===== src/rtl/regfile_write_arbiter_pkg.sv =====
// Shared core definitions for the register-file write path.
// Holds the register file geometry and the write-port arbiter grant encoding.
package regfile_write_arbiter_pkg;

  localparam int REGISTER_WIDTH = 32;
  localparam int REGISTER_DEPTH = 32;
  localparam int REG_ADDR_W     = $clog2(REGISTER_DEPTH);
  localparam int STARVE_CNT_W   = 4;

  typedef enum logic [1:0] {
    GRANT_NONE = 2'd0,
    GRANT_WB   = 2'd1,
    GRANT_MC   = 2'd2
  } grant_e;

endpackage


===== src/rtl/regfile_pending_scoreboard.sv =====
// Tracks registers whose value is still owed by the multi-cycle unit.
// One bit per architectural register; x0 never becomes pending.
module regfile_pending_scoreboard
  import regfile_write_arbiter_pkg::*;
(
  input  logic                      clk,
  input  logic                      rst_n,
  input  logic                      issue_valid_i,
  input  logic [REG_ADDR_W-1:0]     issue_address_i,
  output logic                      issue_ready_o,
  input  logic                      clear_valid_i,
  input  logic [REG_ADDR_W-1:0]     clear_address_i,
  output logic [REGISTER_DEPTH-1:0] pending_mask_o
);

  logic [REGISTER_DEPTH-1:0] pending_q, pending_d;
  logic                      clear_hit;
  logic                      issue_fire;

  // A result retiring to the same register this cycle frees the slot, so the
  // new issue may take it; the set below then keeps the bit owned.
  assign clear_hit     = clear_valid_i && (clear_address_i == issue_address_i);
  assign issue_ready_o = rst_n && ((issue_address_i == '0) ||
                                   !pending_q[issue_address_i] || clear_hit);
  assign issue_fire    = issue_valid_i && issue_ready_o;

  // NOTE: every always_comb output gets a default first, so no path can infer a latch.
  always_comb begin
    pending_d = pending_q;
    if (clear_valid_i) pending_d[clear_address_i] = 1'b0;
    if (issue_fire)    pending_d[issue_address_i] = 1'b1;
    pending_d[0] = 1'b0;
  end

  // NOTE: the mask is a plain flop vector, not a RAM, so it can and must be reset.
  always_ff @(posedge clk or negedge rst_n) begin
    if (!rst_n) pending_q <= '0;
    else        pending_q <= pending_d;
  end

  assign pending_mask_o = pending_q;

endmodule


===== src/rtl/regfile_write_arbiter.sv =====
// Arbitrates the single register-file write port between writeback and the
// multi-cycle unit, with a bounded starvation counter and a registered port.
module regfile_write_arbiter
  import regfile_write_arbiter_pkg::*;
#(
  parameter int unsigned STARVE_LIMIT = 4
) (
  input  logic                      clk,
  input  logic                      rst,
  input  logic                      wb_valid,
  output logic                      wb_ready,
  input  logic [REG_ADDR_W-1:0]     wb_address,
  input  logic [REGISTER_WIDTH-1:0] wb_data,
  input  logic                      mc_valid,
  output logic                      mc_ready,
  input  logic [REG_ADDR_W-1:0]     mc_address,
  input  logic [REGISTER_WIDTH-1:0] mc_data,
  input  logic                      issue_valid,
  input  logic [REG_ADDR_W-1:0]     issue_address,
  output logic                      issue_ready,
  output logic [REGISTER_DEPTH-1:0] pending_mask,
  output logic                      registerport_write_enable,
  output logic [REG_ADDR_W-1:0]     registerport_write_address,
  output logic [REGISTER_WIDTH-1:0] registerport_write_data
);

  localparam logic [STARVE_CNT_W-1:0] STARVE_LIMIT_C = STARVE_CNT_W'(STARVE_LIMIT);

  grant_e                    grant;
  logic [STARVE_CNT_W-1:0]   starve_cnt_q, starve_cnt_d;
  logic                      wr_en_q, wr_en_d;
  logic [REG_ADDR_W-1:0]     wr_addr_q, wr_addr_d;
  logic [REGISTER_WIDTH-1:0] wr_data_q, wr_data_d;

  // Writeback normally wins; once mc has yielded STARVE_LIMIT times it goes first.
  always_comb begin
    grant = GRANT_NONE;
    if (rst) begin
      if (wb_valid && mc_valid)
        grant = (starve_cnt_q >= STARVE_LIMIT_C) ? GRANT_MC : GRANT_WB;
      else if (wb_valid)
        grant = GRANT_WB;
      else if (mc_valid)
        grant = GRANT_MC;
    end
  end

  assign wb_ready = (grant == GRANT_WB);
  assign mc_ready = (grant == GRANT_MC);

  always_comb begin
    starve_cnt_d = starve_cnt_q;
    if (!mc_valid || grant == GRANT_MC)
      starve_cnt_d = '0;
    else if (grant == GRANT_WB && starve_cnt_q != '1)
      starve_cnt_d = starve_cnt_q + 1'b1;
  end

  // Writes to x0 are accepted but never reach the register file.
  always_comb begin
    wr_en_d   = 1'b0;
    wr_addr_d = '0;
    wr_data_d = '0;
    unique case (grant)
      GRANT_WB: if (wb_address != '0) begin
        wr_en_d   = 1'b1;
        wr_addr_d = wb_address;
        wr_data_d = wb_data;
      end
      GRANT_MC: if (mc_address != '0) begin
        wr_en_d   = 1'b1;
        wr_addr_d = mc_address;
        wr_data_d = mc_data;
      end
      default: ;
    endcase
  end

  // NOTE: sequential state uses non-blocking assignments so every flop samples pre-edge values.
  always_ff @(posedge clk or negedge rst) begin
    if (!rst) begin
      starve_cnt_q <= '0;
      wr_en_q      <= 1'b0;
      wr_addr_q    <= '0;
      wr_data_q    <= '0;
    end else begin
      starve_cnt_q <= starve_cnt_d;
      wr_en_q      <= wr_en_d;
      wr_addr_q    <= wr_addr_d;
      wr_data_q    <= wr_data_d;
    end
  end

  assign registerport_write_enable  = wr_en_q;
  assign registerport_write_address = wr_addr_q;
  assign registerport_write_data    = wr_data_q;

  regfile_pending_scoreboard u_pending (
    .clk             (clk),
    .rst_n           (rst),
    .issue_valid_i   (issue_valid),
    .issue_address_i (issue_address),
    .issue_ready_o   (issue_ready),
    .clear_valid_i   (mc_ready),
    .clear_address_i (mc_address),
    .pending_mask_o  (pending_mask)
  );

endmodule


===== config.mk =====
export PLATFORM = sky130hd
export DESIGN_NAME = regfile_write_arbiter
export DESIGN_NICKNAME = d
export VERILOG_FILES = /design/src/rtl/regfile_write_arbiter_pkg.sv /design/src/rtl/regfile_pending_scoreboard.sv /design/src/rtl/regfile_write_arbiter.sv
export SDC_FILE = /design/constraint.sdc
export NUM_CORES = 1
export LEC_CHECK = 0
export CORE_MARGIN = 4
export CORE_UTILIZATION = 47
export DETAILED_ROUTE_END_ITERATION = 16
export GPL_TIMING_DRIVEN = 0
export HOLD_SLACK_MARGIN = 0.03
export PLACE_DENSITY = 0.86
export SLEW_MARGIN = 10
export SYNTH_ARGS = -nofsm -noshare
export SYNTH_HDL_FRONTEND = slang
export SYNTH_SLANG_ARGS = --single-unit
export TNS_END_PERCENT = 100

===== constraint.sdc =====
create_clock -name clk -period 3.6 [get_ports clk]
set_clock_uncertainty 0.2 [all_clocks]
set_input_delay 0.36 -clock clk [delete_from_list [all_inputs] [get_ports clk]]
set_output_delay 0.36 -clock clk [all_outputs]
set_load 0.02 [all_outputs]

==> results of run 1 <==
cell usage after synthesis, types with 4 or more instances:
library cell and instances:
xnor2_1 5, o221ai_1 7, nand4_1 5, nand3_1 31
nand2_1 40, nor3_1 5, o21ai_0 33, nor2b_1 4
a22oi_1 37, dfrtp_1 73, nor2_1 47, o22ai_1 4
o211ai_1 10, buf_2 5, clkbuf_1 20, mux2i_1 9
mux2_1 4, nand3b_1 6, inv_1 4
placed cells by master, fill, tap and decap left out, drive strengths merged, types with 5 or more instances in the layout:
master / Yosys / routed
a22oi: 37 / 37
buf: 10 / 13
clkbuf: 20 / 31
clkdlybuf4s50: 0 / 147
dfrtp: 73 / 73
inv: 4 / 5
mux2: 6 / 6
mux2i: 9 / 9
nand2: 41 / 41
nand3: 32 / 32
nand3b: 6 / 6
nand4: 6 / 6
nor2: 47 / 47
nor3: 6 / 6
o211ai: 10 / 10
o21ai: 33 / 33
o221ai: 8 / 8
or3b: 5 / 5
xnor2: 5 / 5
area by class of cell:
type / count / area share [%]
inverters: 4 / 0.260
multi-input cells: 295 / 32.9
well taps: 102 / 2.21
repair buffers: 152 / 26.7
plain buffers: 30 / 2.52
clock inverters: 5 / 1.06
flip-flops and latches: 73 / 31.7
clock buffers: 11 / 2.63
power groups by stage:
stage / sequential (W) / clock [W] / combinational [W]
2_1_floorplan: 0.00108 / 0 / 0.000235
3_3_place_gp: 0.000979 / 0 / 0.000680
3_5_place_dp: 0.000983 / 0 / 0.000694
4_1_cts: 0.000967 / 0.000684 / 0.000701
5_1_grt: 0.000978 / 0.000719 / 0.000745
6_report: 0.000967 / 0.000684 / 0.000699
worst max-delay path, stage by stage:
cell and delay [ns]:
dlygate4sd3_1 0.52, buf_4 0.16, buf_12 0.23, nand3_1 0.13, inv_1 0.07, ha_1 0.27, nand2b_1 0.16, o22ai_1 0.23
a41oi_1 0.09, nor2b_1 0.13, dlymetal6s2s_1 0.23
per-layer routing:
layer  vias to the layer above  wire length, um
met5                         -                0
met1                      1921             4910
met4                         0              394
met2                       254             6650
met3                        41             1710
li1                       1799                -
worst max path at each step:
stage | end | slack (ns) | cells after the start
floorplan | issue_ready | 1.24 | 6
global placement | issue_ready | -2.28 | 9
detailed placement | issue_ready | 0.16 | 8
CTS | issue_ready | 0.02 | 11
global route | issue_ready | 0.19 | 11
finish | issue_ready | 0.43 | 11
stage by stage:
stage          TNS (ns)  cell area (um2)
5_1_grt               0             5770
2_1_floorplan         0             3880
6_report              0             5770
3_3_place_gp    -188.54             5500
3_5_place_dp          0             5520
4_1_cts               0             5760
cell families (layout without fill, tap and decap cells):
kind of cell	after synthesis	in the layout	synth area share (%)
AND/OR/NAND/NOR	166	166	22.1
AO/OA/AOI/OAI	101	101	19.2
flip-flops	73	73	47.0
buffers and inverters	34	202	4.12
multiplexers	16	16	4.73
XOR/XNOR	8	8	1.80
adder cells (fa/ha/maj)	3	3	0.966
other	1	1	0.0965
sequential cells by signal, indices dropped and copies added (netlist names):
register and cells:
registerport_write_enable 1, u_pending.pending_mask_o 31, registerport_write_data 32, registerport_write_address 5, starve_cnt_q 4
timing repair:
action                     CTS  global route
hold endpoints to repair    36             0
setup endpoints to repair    0             1
hold buffers                 2             0
gates resized for setup      0             1
==> flow_summary.yaml, run 1 <==
cts:
  post-cts-setup-buffers: 0
  clk_pin_slew_worst_paths_ns: 0.08
  numCtsBuffers: 9
  clk_latency_ns: 0.35
  cts_max_path_buffers: 2
  cts-root-buf: "clkbuf_8"
  cts_tree: "yes"
  clock_sinks: 73
  htree_num_levels: 3
timing:
  slew_headroom_pct: 48.5
  setup_viol: 0
  finalHoldViolations: 0
  setup_ws_ns: 0.426
  rsz0062_at_grt: "no"
  holdWs_ns: 0.287
  final.period_utilization_pct: 88.2
  fin_crit_ns: 3.17
  timing.fmax_mhz: 315
  drv_slew: 0
  worst_slew_pin_slew_ns: 0.770
cells_and_area:
  fin_nets: 652
  final_cells: 672
  final_util_pct: 73.1
  drive_gt1_share_pct: 8.42
  diodes: 0
  syn2layout_area_growth_pct: 48.4
  fill_cells: 565
  multi_input_area_mm2: 0.00190
  seqCellArea_mm2: 0.00183
setup_path:
  cp.arrival_ns: 2.61
  worstSetupStartpointType: "primary input"
  cp-end-kind: "output port"
  crit_start: "rst"
  path_class: "primary input to output port"
  crit_fanout: 41
  worstRegToRegCells: 8
  cp.required_ns: 3.04
  reg2reg_from: "starve_cnt_q[2]$_DFFE_PN0P_"
  reg2reg_slack_ns: 0.97
  worst_r2r_endpoint: "u_pending.pending_mask_o[1]$_DFF_PN0_"
power:
  power_w: 0.00235
  pwr_density_cell_mw_per_mm2: 408
  combPwrFrac_pct: 29.8
  cellInternalPower_w: 0.00161
  peakVddDrop_uv: 231
  swShare_pct: 31.6
  power_switching_w: 0.000743
  clkPwrFrac_pct: 29.1
  p_leak_nw: 2.31
  sequentialPowerShare_pct: 41.2
global_route:
  grt_max_degree: 42
  track_usage_pct: 28.1
  grt-ovfl-total: 0
  top_usage_layer: "met2"
  use_met3_pct: 11.4
  antenna_found_initial: 0
  gr-usage-met1_pct: 32.9
  grt_pass1_vias: 4205
  use_met2_pct: 46.8
  grt_pass1_wl_mm: 21.8
yosys:
  yosysTopAreaCell: "dfrtp_1"
  ys_ff_latch: 73
  synth_top_area_share_pct: 47.0
  synthArstFlopShare_pct: 100
  synthTopCellsByArea: "dfrtp_1, a22oi_1, nor2_1, o21ai_0, nand3_1"
  netlist_instances: 402
  ys_seq_area_share_pct: 47.0
  synthFlopType: "dfrtp_1"
  synth_fp_nets: 489
  avgSynthCellArea_um2: 9.66
  yosysWarnings: 0
  synth_cell_types: 53
  syn-cell-area_mm2: 0.00388
  synth_edf_count: 0
die:
  row_count: 32
  core_area_mm2: 0.00789
  die_area_mm2: 0.00978
  die_h_um: 98.9
  ios: 157
  start_util_pct: 49.3
  die_x_um: 98.9
detailed_routing:
  drt-pass1-iter-count: 5
  wl_per_cell_um: 20.3
  drc: 0
  num_vias: 4015
  drt_iter0_markers: 262
  finalWirelength_mm: 13.7
  via_per_inst: 5.97
  postRouteAntennaNets: 0
placed_design:
  gp_congestion: 0.982
  port-buffer-count: 149
  place_ws_ns: 0.159
  placedCellCount: 654
  dp_hpwl_mm: 10.2
worst_hold_path:
  hold_class: "primary input to flop"
  holdPathEnd: "registerport_write_address[0]$_DFF_PN0_"
  worstHoldStart: "mc_address[0]"
  hold_depth: 3
job:
  maxCapViolCount: 0
outcome:
  status: "complete, no violations"
Note: power is estimated with default switching activity, not from simulation.
==> run 2, diff against run 1 <==
- clock period: 3.6 -> 3.7 ns (I/O delays scaled with it)
==> results of run 2 <==
Same layout as run 1 (identical final DEF). Status: complete, no violations.
Main changes from that run: setup slack after placement 0.159 ns -> 0.239 ns; setup slack after layout 0.426 ns -> 0.506 ns; hold slack 0.287 ns -> 0.297 ns; register-to-register setup slack 0.97 ns -> 1.07 ns; total power 0.00235 W -> 0.00229 W; worst IR drop on VDD 231 uV -> 225 uV
